### src/rtl/mips32_prog_harness.sv
// Run-control harness for mips32_pipeline: streams a program into instruction memory,
// releases the core until HLT or timeout, then streams the register file back out.
module mips32_prog_harness #(
    parameter int unsigned DATA_W      = 32,
    parameter int unsigned ADDR_W      = 10,
    parameter int unsigned DUMP_REGS   = 32,
    parameter int unsigned TIMEOUT_CYC = 4096,
    parameter int unsigned CNT_W       = 16
) (
    input  logic              clk1,
    input  logic              rst,
    input  logic              start,
    input  logic              ld_valid,
    input  logic [DATA_W-1:0] ld_data,
    input  logic              ld_last,
    output logic              ld_ready,
    output logic              mem_we,
    output logic [ADDR_W-1:0] mem_addr,
    output logic [DATA_W-1:0] mem_wdata,
    output logic              core_init,
    output logic              core_run,
    input  logic              core_halted,
    output logic [4:0]        reg_raddr,
    input  logic [DATA_W-1:0] reg_rdata,
    output logic              dump_valid,
    output logic [4:0]        dump_idx,
    output logic [DATA_W-1:0] dump_data,
    output logic              busy,
    output logic              done,
    output logic              timeout,
    output logic              overflow,
    output logic [CNT_W-1:0]  cycle_count
);

    typedef enum logic [2:0] {StIdle, StLoad, StInit, StRun, StDump, StDone} state_e;

    localparam logic [ADDR_W-1:0] AddrMax    = {ADDR_W{1'b1}};
    localparam logic [CNT_W-1:0]  CntMax     = {CNT_W{1'b1}};
    localparam logic [CNT_W-1:0]  TimeoutVal = CNT_W'(TIMEOUT_CYC);
    localparam logic [5:0]        DumpN      = 6'(DUMP_REGS);

    state_e            state_q, state_d;
    logic [ADDR_W-1:0] wcnt_q, wcnt_d;
    logic              mem_we_q, mem_we_d;
    logic [ADDR_W-1:0] mem_addr_q, mem_addr_d;
    logic [DATA_W-1:0] mem_wdata_q, mem_wdata_d;
    logic [CNT_W-1:0]  cyc_q, cyc_d;
    logic              timeout_q, timeout_d;
    logic              overflow_q, overflow_d;
    logic [5:0]        dcnt_q, dcnt_d;
    logic              dump_valid_q, dump_valid_d;
    logic [4:0]        dump_idx_q, dump_idx_d;

    always_comb begin
        state_d      = state_q;
        wcnt_d       = wcnt_q;
        mem_we_d     = 1'b0;
        mem_addr_d   = mem_addr_q;
        mem_wdata_d  = mem_wdata_q;
        cyc_d        = cyc_q;
        timeout_d    = timeout_q;
        overflow_d   = overflow_q;
        dcnt_d       = dcnt_q;
        dump_valid_d = 1'b0;
        dump_idx_d   = dump_idx_q;
        unique case (state_q)
            StIdle, StDone: begin
                if (start) begin
                    state_d    = StLoad;
                    wcnt_d     = '0;
                    cyc_d      = '0;
                    timeout_d  = 1'b0;
                    overflow_d = 1'b0;
                end
            end
            StLoad: begin
                if (ld_valid) begin
                    mem_we_d    = 1'b1;
                    mem_addr_d  = wcnt_q;
                    mem_wdata_d = ld_data;
                    if (ld_last) begin
                        state_d = StInit;
                    end else if (wcnt_q == AddrMax) begin
                        // Memory full: the word just written is forced to be the last one.
                        overflow_d = 1'b1;
                        state_d    = StInit;
                    end else begin
                        wcnt_d = wcnt_q + 1'b1;
                    end
                end
            end
            StInit: state_d = StRun;
            StRun: begin
                if (cyc_q != CntMax) cyc_d = cyc_q + 1'b1;
                if (core_halted) begin
                    state_d = StDump;
                    dcnt_d  = '0;
                end else if (cyc_d >= TimeoutVal) begin
                    timeout_d = 1'b1;
                    state_d   = StDump;
                    dcnt_d    = '0;
                end
            end
            StDump: begin
                // One extra cycle after the last address lets the final read word emerge.
                if (dcnt_q < DumpN) begin
                    dump_valid_d = 1'b1;
                    dump_idx_d   = dcnt_q[4:0];
                    dcnt_d       = dcnt_q + 6'd1;
                end else begin
                    state_d = StDone;
                end
            end
            default: state_d = StIdle;
        endcase
    end

    always_ff @(posedge clk1) begin
        if (rst) begin
            state_q      <= StIdle;
            wcnt_q       <= '0;
            mem_we_q     <= 1'b0;
            mem_addr_q   <= '0;
            mem_wdata_q  <= '0;
            cyc_q        <= '0;
            timeout_q    <= 1'b0;
            overflow_q   <= 1'b0;
            dcnt_q       <= '0;
            dump_valid_q <= 1'b0;
            dump_idx_q   <= '0;
        end else begin
            state_q      <= state_d;
            wcnt_q       <= wcnt_d;
            mem_we_q     <= mem_we_d;
            mem_addr_q   <= mem_addr_d;
            mem_wdata_q  <= mem_wdata_d;
            cyc_q        <= cyc_d;
            timeout_q    <= timeout_d;
            overflow_q   <= overflow_d;
            dcnt_q       <= dcnt_d;
            dump_valid_q <= dump_valid_d;
            dump_idx_q   <= dump_idx_d;
        end
    end

    assign ld_ready    = (state_q == StLoad);
    assign core_init   = (state_q == StInit);
    assign core_run    = (state_q == StRun);
    assign busy        = (state_q != StIdle) && (state_q != StDone);
    assign done        = (state_q == StDone);
    assign reg_raddr   = ((state_q == StDump) && (dcnt_q < DumpN)) ? dcnt_q[4:0] : 5'd0;
    assign mem_we      = mem_we_q;
    assign mem_addr    = mem_addr_q;
    assign mem_wdata   = mem_wdata_q;
    assign dump_valid  = dump_valid_q;
    assign dump_idx    = dump_idx_q;
    assign dump_data   = dump_valid_q ? reg_rdata : '0;
    assign timeout     = timeout_q;
    assign overflow    = overflow_q;
    assign cycle_count = cyc_q;

endmodule

### config.mk
export PLATFORM = sky130hd
export DESIGN_NAME = mips32_prog_harness
export DESIGN_NICKNAME = d
export VERILOG_FILES = /design/src/rtl/mips32_prog_harness.sv
export SDC_FILE = /design/constraint.sdc
export NUM_CORES = 1
export LEC_CHECK = 0
export CAP_MARGIN = 20
export CORE_ASPECT_RATIO = 0.5
export CORE_UTILIZATION = 45
export DETAILED_ROUTE_END_ITERATION = 12
export PLACE_DENSITY_LB_ADDON = 0.08
export SYNTH_ARGS = -nofsm -noshare
export SYNTH_HDL_FRONTEND = slang
export SYNTH_SLANG_ARGS = --single-unit
### constraint.sdc
create_clock -name clk1 -period 3.3 [get_ports clk1]
set_input_delay 0.66 -clock clk1 [delete_from_list [all_inputs] [get_ports clk1]]
set_output_delay 0.66 -clock clk1 [all_outputs]
set_load 0.03 [all_outputs]
Word-level counts from Yosys, hierarchy flattened --
Index checks and enable logic that the tools add are counted.
Operators by class: add/subtract/negate cells 3, $lt $le $gt $ge 2, eq/ne operators 19, multiplexer cells 33, bitwise logic cells 2, reduce and logical (&&, ||, !) cells 18
Operator list (number):
- 2-to-1 mux 16 bit | 3
- 2-to-1 mux 10 bit | 4
- 2-to-1 mux 32 bit | 1
- one-hot mux 16 bit (2 select lines) | 1
- 2-to-1 mux 3 bit | 7
- one-hot mux 10 bit (2 select lines) | 1
- 2-to-1 mux 6 bit | 3
- adder 16 x 1 -> 16 bit (second input constant) | 1
- greater-or-equal comparator 16 x 13 -> 1 bit (second input constant) | 1
- != test 16 bit (second input constant) | 1
- one-hot mux 3 bit (5 select lines) | 1
- AND reduction 5 bit | 3
- != test 2 bit (second input constant) | 7
- one-hot mux 6 bit (2 select lines) | 1
- adder 10 x 1 -> 10 bit (second input constant) | 1
- == test 10 bit (second input constant) | 1
- 2-to-1 mux 1 bit | 8
- adder 6 x 1 -> 6 bit (second input constant) | 1
- == test 3 x 2 -> 1 bit (second input constant) | 2
- == test 3 bit (second input constant) | 2
- less-than comparator 6 bit (second input constant) | 1
- AND reduction 2 bit | 3
- nonzero test 2 bit | 3
- OR reduction 2 bit | 3
- 13 further kinds | 17
Storage, ports and cells: bits in registers 86, bits of input ports 70, output and inout port bits 109, word-level logic and storage cells 88

Longest topological paths before layout --
depth in word-level cells 7, depth in mapped cells 8, mapped depth without buffers 6

Least setup slack after synthesis --
Ideal clock, no wire load.
path kind register to register, from register cyc_q[2], in the netlist cycle_count[2], to register state_q[1], setup time 103 ps, arrival 1969 ps, data required time 3197 ps, slack 1227 ps, cell stages (with the launch flop) 6, buffers on the path 0, clock period less this slack 2073 ps, cell sequence dfxtp_1 -> nand3_1 -> nor4_2 -> mux2i_1 -> nand3_2 -> a2111oi_2
On the way: cells in the longest elaborated chain, start to end 6, elaborated cells between the ends (all ways) 7
Ends and longest elaborated chain:
- from (decl) | RTL line 47 | logic [CNT_W-1:0] cyc_q, cyc_d;
- from (signal assigned) | RTL line 137 | cyc_q <= cyc_d;
- adder 16 x 1 -> 16 bit or != test 16 bit (tied branches) | RTL line 94 | if (cyc_q != CntMax) cyc_d = cyc_q + 1'b1;
- 2-to-1 mux 16 bit (*) | RTL line 94
- 2-to-1 mux 16 bit (*) | RTL line 66 | unique case (state_q)
- greater-or-equal comparator 16 x 13 -> 1 bit (*) | RTL line 98 | end else if (cyc_d >= TimeoutVal) begin
- != test 3 x 1 -> 1 bit (no source line) (*)
- AND reduction 5 bit (no source line) (*)
- to (signal assigned) | RTL line 120 | state_q <= StIdle;
- to (signal assigned) | RTL line 132 | state_q <= state_d;
- to (decl) | RTL line 42 | state_e state_q, state_d;
Every way passes the cells marked *; elsewhere a longest branch is shown, timed or not. The select of a mux whose other input is x is not followed. A chain may end at the register's enable or synchronous reset.

Worst setup path in the final report --
from register state_q[2], to output reg_raddr[2]
On the way: cells in the longest elaborated chain, start to end 3
Ends and longest elaborated chain:
- == test 3 bit | RTL line 151 | assign reg_raddr = ((state_q == StDump) && (dcnt_q < DumpN)) ? dcnt_q[4:0] : 5'd0;
- logical AND 1 bit | RTL line 151
- 2-to-1 mux 5 bit | RTL line 151
- to (decl) | RTL line 23 | output logic [4:0] reg_raddr,
Every way passes these cells.

==> metrics.yaml <==
setup_viol: 0
cts.clk_slew.worst_paths_ns: 0.06
layout_common_cells: "clkdlybuf4s50_1, nand2_1, dfxtp_1"
cts_inserted_buffers: 9
status: "complete, no violations"
synth_seq_cells: 86
syn_area_um2: 3930
holdBufCountCts: 0
grt_pass1_wl_um: 17700
cts_resized: 0
cts_setup_buffers: 0
yosys_most_used_dff: "dfxtp_1"
n_antenna_cell: 0
tightestPinTransition_ns: 0.789
dp_hpwl_um: 8430
clock_latency_ns: 0.33
crit_arrival_ns: 2.38
holdCritStartpoint: "mem_wdata[7]"
place_ws_ns: 0.418
rr_startpoint: "state_q[2]"
slowest_stage: "clkdlybuf4s50_1"
overflow: 0
multiInputGateArea_um2: 2040
grt_pass1_vias: 3444
via_count: 4034
syn_to_final_growth_pct: 54.8
synth-seq-area-share: 0.438
core_um2: 8230
netlist_instances: 493
leakage_nw: 2.12
final_common_cell: "clkdlybuf4s50_1"
fin_crit_sh: 0.922
cap_violations: 0
grt_max_degree: 44
period_needed_ns: 3.04
cts_sinks: 86
gp_congestion: 0.812
track_usage: 0.249
crit_type: "register to primary output"
min_path_type: "register to register"
async_reset_ff_frac: 0
avgSynthCellArea_um2: 7.96
cts_root_buf: "clkbuf_16"
dieWidth_um: 134
io_pins: 179
power_density_nw_per_um2: 412
post_drt_via_cell_ratio: 5.21
path_cells: "nand3_1 -> nor2_1 -> nand2_1 -> inv_1 -> clkdlybuf4s50_1"
cts_tree: "built"
yosysUniqueCellTypes: 61
die_y_um: 68.1
port_buffers: 178
required_ns: 2.64
wl_um: 11700
fmax_mhz: 329
slew_headroom: 0.472
fillCellCount: 682
synth_edf_count: 0
std_cell_rows: 23
drive_gt1_frac: 0.0649
fin_ws_ns: 0.256
irDropWorstVdd_v: 0.000406
die-area_um2: 9130
fin_skew_ns: 0.00613
hold_viol: 0
drtIter0Drc: 306
rsz0062_at_grt: "false"
crit_start: "state_q[2]"
htreeDepth: 3
antenna_found_initial: 0
start_util: 0.477
slowest_delay_ns: 0.66
drtPass1Iterations: 4
end_kind: "primary output"
wire_per_inst_um: 15.1
critPathMaxFanout: 14
regArea_um2: 1720
cts.path.max_buffers: 2
tns_ns: 0
slew_viol_final: 0
startpoint_type: "register"
syn_nets: 566
antenna_left: 0
nNetsFinal: 731
route.detailed.drc: 0
yosys_warnings: 0
## per-stage QoR
step	power (mW)	hold WS, ns	instances	instance area (um2)	util
2_1_floorplan	1.28	0.453	493	3930	-
3_3_place_gp	1.44	0.441	759	5760	0.699
3_5_place_dp	1.45	0.446	759	5760	0.699
6_report	2.50	0.452	775	6080	0.738
4_1_cts	2.53	0.454	775	6080	0.738
5_1_grt	2.60	0.467	775	6080	0.738
## metal layers
layer	vias to the layer above	wire [um]	global-route usage
met5	-	0	0
met4	0	10	0.0421
met3	2	633	0.0659
met2	120	5660	0.441
met1	1876	5420	0.313
li1	2036	-	-
## path summary, 6_finish.rpt
check	end	slack, ns	cells past startpoint
worst min register to register	mem_wdata[7]	0.45	2
worst max register to register	wcnt_q[7]	1.02	5
worst max-delay path	reg_raddr[2]	0.26	5
worst min-delay path	mem_wdata[7]	0.45	2
## kinds of logic (layout without fill, tap and decap cells)
family,count (synthesis),after routing,synth area share
simple gates,233,233,0.293
compound gates,117,117,0.182
flops,86,86,0.438
buf+inv,41,211,0.0430
mux,10,10,0.0271
fa+ha+maj,3,3,0.00956
xor+xnor,3,3,0.00669
## layout make-up
type | instances | share of cell area
multi-input cells | 366 | 0.335
repair buffers | 183 | 0.299
flip-flops and latches | 86 | 0.283
clock buffers | 9 | 0.0371
well taps | 112 | 0.0231
clock inverters | 7 | 0.0156
inverters | 12 | 0.00741
## sequential cells by signal, summed over array words and instances (netlist names)
register,cells
mem_wdata,32
cycle_count,16
mem_addr,10
wcnt_q,10
dcnt_q,6
dump_idx,5
state_q,3
dump_valid,1
mem_we,1
overflow,1
timeout,1
## where the power goes
part,switching (mW),total (mW),leakage (nW),internal [mW]
sequential,0.0194,1.08,0.695,1.06
combinational,0.186,0.344,1.26,0.157
clock,0.412,1.08,0.156,0.665
## synth_stat cells (2+ instances only)
cell / count / area (um2)
xnor2_1: 2 / 17.5
nand3_2: 2 / 20.0
nand3_1: 16 / 80.1
o21a_1: 4 / 30.0
nand2b_1: 4 / 25.0
buf_2: 3 / 15.0
o31ai_1: 4 / 30.0
a211oi_1: 6 / 45.0
a31o_2: 2 / 17.5
o21ai_1: 3 / 15.0
a21oi_1: 69 / 345
clkbuf_1: 23 / 86.3
nor4_2: 2 / 25.0
nor3b_1: 3 / 22.5
ha_1: 3 / 37.5
and3_1: 6 / 37.5
o211ai_1: 2 / 15.0
and2_1: 33 / 206
a41oi_1: 2 / 17.5
mux2i_1: 5 / 50.1
nor3_1: 5 / 25.0
nor3_2: 2 / 20.0
or3_1: 4 / 25.0
o311ai_0: 2 / 17.5
o21ai_0: 8 / 40.0
o2111ai_1: 3 / 26.3
a31oi_1: 2 / 12.5
nand2_1: 117 / 439
nor2_1: 17 / 63.8
inv_2: 2 / 7.51
dfxtp_1: 86 / 1720
or2_2: 3 / 18.8
nand4_1: 4 / 25.0
or4_1: 5 / 37.5
inv_1: 10 / 37.5
mux2_2: 4 / 45.0
## critical path: cells and delay by family, from the launching register on
family / cells / cell delay, ns
flip-flops: 1 / 0.63
AND/OR/NAND/NOR: 3 / 0.68
buffers and inverters: 2 / 0.74
Power figures use the tool's default switching activity.
